## src/rtl/sha256_pkg.sv

```systemverilog
// Shared definitions for the SHA-256 message padder.
package sha256_pkg;

  localparam int unsigned SHA256_BLOCK_BITS = 512;
  localparam int unsigned SHA256_WORDS      = 16;
  localparam logic [7:0]  PAD_BYTE          = 8'h80;

  typedef enum logic [2:0] {
    IDLE,
    FILL,
    PAD,
    LEN,
    FULL,
    DONE
  } padState_t;

  // Padded length is len + 1 (0x80) + 8 (length field), rounded up to a
  // multiple of 64, so the block count is floor((len + 8) / 64) + 1.
  function automatic logic [31:0] num_blocks(input logic [63:0] len);
    return 32'((len + 64'd8) >> 6) + 32'd1;
  endfunction

endpackage

```

## src/rtl/sha256_last_word_pad.sv

```systemverilog
// Masks the final partial message word and inserts the 0x80 pad byte
// directly after the last valid byte. nBytes == 0 passes the word through.
module sha256_last_word_pad
  import sha256_pkg::*;
(
  input  logic [31:0] word,
  input  logic [1:0]  nBytes,
  output logic [31:0] padded
);

  // Keep the upper nBytes bytes, append the pad byte, zero the remainder.
  always_comb begin
    padded = word;
    case (nBytes)
      2'd1:    padded = {word[31:24], PAD_BYTE, 16'h0000};
      2'd2:    padded = {word[31:16], PAD_BYTE, 8'h00};
      2'd3:    padded = {word[31:8],  PAD_BYTE};
      default: padded = word;
    endcase
  end

endmodule

```

## src/rtl/sha256_msg_padder.sv

```systemverilog
// SHA-256 message padder: packs a big-endian word stream into padded
// 512-bit blocks and hands them to the hash core one block at a time.
module sha256_msg_padder
  import sha256_pkg::*;
#(
  parameter int unsigned LEN_W = 32
) (
  input  logic                         iClk,
  input  logic                         iRst_n,
  input  logic                         iStart,
  input  logic [LEN_W-1:0]             iMsgLength,
  input  logic [31:0]                  iWord,
  input  logic                         iWordValid,
  output logic                         oWordReady,
  input  logic                         iReadBlock,
  output logic [SHA256_BLOCK_BITS-1:0] oMessage,
  output logic                         oDataValid,
  output logic [31:0]                  oNumberBlock,
  output logic [31:0]                  oBlockCount,
  output logic                         oBusy,
  output logic                         oDone
);

  padState_t        state;
  padState_t        stateNext;
  logic [31:0]      buffer [SHA256_WORDS];
  logic [3:0]       idx;
  logic [LEN_W-1:0] bytesRem;
  logic [LEN_W-1:0] lenLat;
  logic [31:0]      numBlocks;
  logic [31:0]      blockCount;
  logic             padDone;
  logic             lastBlock;
  logic             doneReg;
  logic [63:0]      bitLen;
  logic [31:0]      lastWord;
  logic             wordFire;
  logic             partial;

  assign bitLen   = 64'(lenLat) << 3;
  assign partial  = bytesRem < LEN_W'(4);
  assign wordFire = iWordValid && oWordReady;

  sha256_last_word_pad u_lastWordPad (
    .word   (iWord),
    .nBytes (bytesRem[1:0]),
    .padded (lastWord)
  );

  assign oWordReady   = (state == FILL) && (bytesRem != '0);
  assign oDataValid   = (state == FULL);
  assign oBusy        = (state != IDLE) && (state != DONE);
  assign oDone        = doneReg || (state == DONE);
  assign oNumberBlock = numBlocks;
  assign oBlockCount  = blockCount;

  // Flatten the buffer: word 0 occupies the most significant 32 bits.
  always_comb begin
    oMessage = '0;
    for (int unsigned i = 0; i < SHA256_WORDS; i++) begin
      oMessage[SHA256_BLOCK_BITS-1-32*i -: 32] = buffer[i];
    end
  end

  // State register.
  always_ff @(posedge iClk or negedge iRst_n) begin
    if (!iRst_n) state <= IDLE;
    else         state <= stateNext;
  end

  // Next-state logic; a word written at index 15 always closes the block.
  always_comb begin
    stateNext = state;
    case (state)
      IDLE: if (iStart) stateNext = (iMsgLength == '0) ? PAD : FILL;
      FILL: begin
        if (wordFire) begin
          if (idx == 4'd15)                             stateNext = FULL;
          else if (partial || bytesRem == LEN_W'(4))    stateNext = PAD;
        end
      end
      PAD: begin
        if (padDone && idx == 4'd14) stateNext = LEN;
        else if (idx == 4'd15)       stateNext = FULL;
      end
      LEN:  if (idx == 4'd15) stateNext = FULL;
      FULL: begin
        if (iReadBlock) begin
          if (lastBlock)              stateNext = DONE;
          else if (bytesRem != '0)    stateNext = FILL;
          else                        stateNext = PAD;
        end
      end
      DONE:    stateNext = IDLE;
      default: stateNext = IDLE;
    endcase
  end

  // Datapath: buffer writes, counters and padding flags.
  // padDone survives a FULL boundary, so a block closed before the length
  // fits resumes in PAD either with the 0x80 word still owed or already sent.
  always_ff @(posedge iClk or negedge iRst_n) begin
    if (!iRst_n) begin
      for (int unsigned i = 0; i < SHA256_WORDS; i++) buffer[i] <= '0;
      idx        <= '0;
      bytesRem   <= '0;
      lenLat     <= '0;
      numBlocks  <= '0;
      blockCount <= '0;
      padDone    <= 1'b0;
      lastBlock  <= 1'b0;
      doneReg    <= 1'b0;
    end else begin
      case (state)
        IDLE: begin
          if (iStart) begin
            lenLat     <= iMsgLength;
            bytesRem   <= iMsgLength;
            numBlocks  <= num_blocks(64'(iMsgLength));
            blockCount <= '0;
            doneReg    <= 1'b0;
            padDone    <= 1'b0;
            lastBlock  <= 1'b0;
            idx        <= '0;
          end
        end
        FILL: begin
          if (wordFire) begin
            idx <= idx + 4'd1;
            if (partial) begin
              buffer[idx] <= lastWord;
              bytesRem    <= '0;
              padDone     <= 1'b1;
            end else begin
              buffer[idx] <= iWord;
              bytesRem    <= bytesRem - LEN_W'(4);
            end
          end
        end
        PAD: begin
          if (!(padDone && idx == 4'd14)) begin
            buffer[idx] <= padDone ? 32'h0000_0000 : {PAD_BYTE, 24'h000000};
            padDone     <= 1'b1;
            idx         <= idx + 4'd1;
          end
        end
        LEN: begin
          buffer[idx] <= (idx == 4'd14) ? bitLen[63:32] : bitLen[31:0];
          idx         <= idx + 4'd1;
          if (idx == 4'd15) lastBlock <= 1'b1;
        end
        FULL: begin
          if (iReadBlock) begin
            blockCount <= blockCount + 32'd1;
            for (int unsigned i = 0; i < SHA256_WORDS; i++) buffer[i] <= '0;
            idx <= '0;
          end
        end
        DONE:    doneReg <= 1'b1;
        default: ;
      endcase
    end
  end

endmodule

```

## config.mk

```make
export PLATFORM = sky130hd
export DESIGN_NAME = sha256_msg_padder
export DESIGN_NICKNAME = d
export VERILOG_FILES = /design/src/rtl/sha256_pkg.sv /design/src/rtl/sha256_last_word_pad.sv /design/src/rtl/sha256_msg_padder.sv
export SDC_FILE = /design/constraint.sdc
export NUM_CORES = 2
export LEC_CHECK = 0
export BUFFER_PORTS_ARGS = -buffer_cell sky130_fd_sc_hd__buf_2
export CAP_MARGIN = 30
export CORE_MARGIN = 2
export CORE_UTILIZATION = 40
export DETAILED_ROUTE_END_ITERATION = 16
export GPL_TIMING_DRIVEN = 0
export SYNTH_ARGS = -nofsm -noshare
export SYNTH_HDL_FRONTEND = slang
export SYNTH_HIERARCHICAL = 1
export SYNTH_SLANG_ARGS = --single-unit
```

## constraint.sdc

```tcl
create_clock -name iClk -period 2.86 [get_ports iClk]
set_clock_uncertainty 0.05 [all_clocks]
set_input_delay 0.143 -clock iClk [delete_from_list [all_inputs] [get_ports iClk]]
set_output_delay 0.143 -clock iClk [all_outputs]
set_load 0.05 [all_outputs]
```

==> reports/qor.yml <==
power:
  pwr-share-comb_pct: 52.8
  p_sw_w: 0.02779
  intPower_w: 0.02642
  clkPwrFrac_pct: 18.0
  p_per_area_nw_per_um2: 1433
  p_seq_share_pct: 29.2
  ir_worst_vdd_v: 0.0008376
  p_sw_share_pct: 51.27
  p_total_w: 0.05421
  p_leak_nw: 17.65
hold_path:
  hold_path.class: "input pin to asynchronous set/reset pin"
logic_synthesis:
  yosys_most_used_dff: "dfrtp_1"
  ys_ff_latch: 646
  synth_edf_count: 0
  yosys-top-cells-area: "dfrtp_1 (57%), o2bb2ai_1 (13%), nand2_1 (3.3%)"
  avgSynthCellArea_um2: 11.98
  netlist_top_cells_count: "dfrtp_1 (646), o2bb2ai_1 (423), nand2_1 (251)"
  synth_area_um2: 28240
  yosysMostFrequentCell: "dfrtp_1"
  ys_seq_area_share_pct: 57.25
  yosys_warnings: 6
  synthArstFlopShare_pct: 100.0
  yosysTopAreaCellShare_pct: 57.25
  synth_top_area_cell: "dfrtp_1"
  postSynthCellCount: 2356
  ys_types: 84
final_layout:
  nets: 3304
  final_cell_area_um2: 37830
  antenna_cells: 0
  n_fill_cell: 6143
  area_growth_syn_to_layout_pct: 33.98
  layout.cells.non_filler: 4219
  drive_gt1_share_pct: 36.84
floorplan:
  die-area_um2: 72730
  core_um2: 69910
  start_util_pct: 40.39
  die_x_um: 269.7
  fp-row-count: 97
  ioPinCount: 649
  die_h_um: 269.7
clock_tree:
  insertion_delay_ns: 0.62
  cts_inserted_buffers: 73
  root_buffer: "clkbuf_16"
  htreeDepth: 3
  clk_path_buf_depth: 3
  cts_tree: "done"
  clock_sinks: 646
  clkTransAtPathRegs_ns: 0.06
sta:
  fin_crit_sh_pct: 100.0
  setup_viol: 1
  rsz0062_at_grt: "true"
  period_needed_ns: 2.860
  worstMarginPinSlew_ns: 0.7584
  final-max-slew-violation-count: 0
  finalHoldViolCount: 0
  relSlewSlack_pct: 49.44
  setup_slack_ns: -0.0001603
  timing.hold.ws_ns: 0.03488
  fmax_mhz: 349.6
global_routing:
  grt_pass1_vias: 24070
  grt_start_max_net_pins: 111
  grt_overflow: 0
  track_usage_pct: 30.52
  grt_pass1_wl_um: 166200
  antenna_found_initial: 0
critical_path:
  start_kind: "flip-flop"
  r2r_start: "bytesRem[25]$_DFFE_PN0P_"
  r2r_setup_slack_ns: -0.0002
  critical_path_required_ns: 3.29
  crit_type: "flip-flop to flip-flop"
  worstSetupStartpoint: "bytesRem[25]$_DFFE_PN0P_"
  crit_chain: "nor4_4 > and4_1 > clkbuf_4 > nand3_4 > buf_12 > buf_12 > mux2i_4 > a2bb2oi_4 > buf_8 > o2bb2ai_1"
  cpPeakStageDelay_ns: 0.45
  crit_slowest_cell: "dfrtp_1"
  worst_path_most_repeated_cell: "buf_12"
  cp-end-kind: "flip-flop"
  ff2ff_path_depth: 10
  critPathMaxFanout: 10
  cp.arrival_ns: 3.29
run_status:
  status: "complete, but fails checks"
  violations: "negative setup slack"
place:
  port-buffer-count: 637
  postPlaceCellArea_um2: 32800
  place.gp.congestion: 0.8938
  place_inst: 3944
  dpl.hpwl_um: 83110
detailed_routing:
  detail_route.vias_per_cell: 5.790
  first_pass_iters: 5
  vias: 24430
  wl_um: 114600
  ant_nets: 0
  wl_per_cell_um: 27.15
  drtIter0Drc: 2083
  route.detailed.drc: 0
flow_run:
  drv_cap: 0
-- metal layers --
layer	part of all wire, %	track usage (%)	up-vias
met5	0	0	-
met2	48	49.70	1122
met3	7.9	7.258	247
met1	40	39.06	12520
met4	4.6	12.85	0
li1	-	-	10540
-- worst max-delay path, delay by kind of cell, from the launching register on --
kind	cells	cell delay, ns
AO/OA/AOI/OAI	2	0.38
multiplexers	1	0.24
AND/OR/NAND/NOR	3	0.79
flip-flops	1	0.45
buffers and inverters	4	0.77
-- per-stage QoR --
stage               worst slack, ns  setup TNS, ns  util, %
finish                   -0.0001603     -0.0001603    54.11
global route               -0.05263         -4.052    54.11
CTS                       -0.005868      -0.005868    52.68
detailed placement          -0.6868        -222.94    46.92
global placement             -11.59       -7639.54    46.65
floorplan                    0.3284              0        -
-- cell usage in the layout (no fill, tap or decap), drive strengths merged, types with 11 or more instances in the layout --
master         n
nor4          24
o21ai        140
nor3          21
nand4         26
and3          11
and2          33
nand2        254
or3           11
inv           33
a31oi         18
a21oi         54
clkbuf       194
dfrtp        646
nand3         35
mux2i         31
clkinv        13
buf          861
a22o          51
dlygate4sd3   62
a22oi         13
xor2          17
a2bb2oi       30
nor2          87
o2bb2ai      453
xnor2         32
-- layout make-up --
class	instances	area [um^2]	area share [%]
Inverter	28	107.6	0.2844
Timing Repair Buffer	798	5000	13.22
Multi-Input combinational cell	1463	11400	30.14
Tap cell	940	1176	3.109
Clock buffer	103	2141	5.659
Sequential cell	646	16170	42.74
Clock inverter	25	332.8	0.8798
Buffer	216	1503	3.972
-- cells by family after synthesis --
| group | synth area share, % |
|---|---|
| compound gates | 24.08 |
| xor+xnor | 1.520 |
| fa+ha+maj | 0.3988 |
| buf+inv | 4.799 |
| flops | 57.25 |
| mux | 2.357 |
| other cells | 0.01328 |
| simple gates | 9.585 |
-- how the worst min path moves through the flow --
stage / start / end
floorplan: iRst_n / asynchronous set/reset pin
global placement: iMsgLength[2] / lenLat[2]$_DFFE_PN0P_
detailed placement: iRst_n / asynchronous set/reset pin
CTS: iWord[3] / flip-flop
global route: iRst_n / asynchronous set/reset pin
finish: iRst_n / asynchronous set/reset pin
-- repair_timing --
action,in CTS,in global routing
buffers inserted,30,51
gates resized for setup,132,101
pin swaps,4,8
endpoints found under the setup margin,600,561
gates cloned,1,9
endpoints found under the hold margin,379,0
hold buffers,63,0
-- power by group through the flow --
stage	Sequential (W)	Combinational, W	Clock (W)
2_1_floorplan	0.0267	0.00749	0
3_3_place_gp	0.0157	0.0266	0
3_5_place_dp	0.0157	0.0268	0
4_1_cts	0.0157	0.0278	0.00989
5_1_grt	0.0162	0.0297	0.0103
6_report	0.0158	0.0286	0.00976
(Power assumes the default switching activity.)
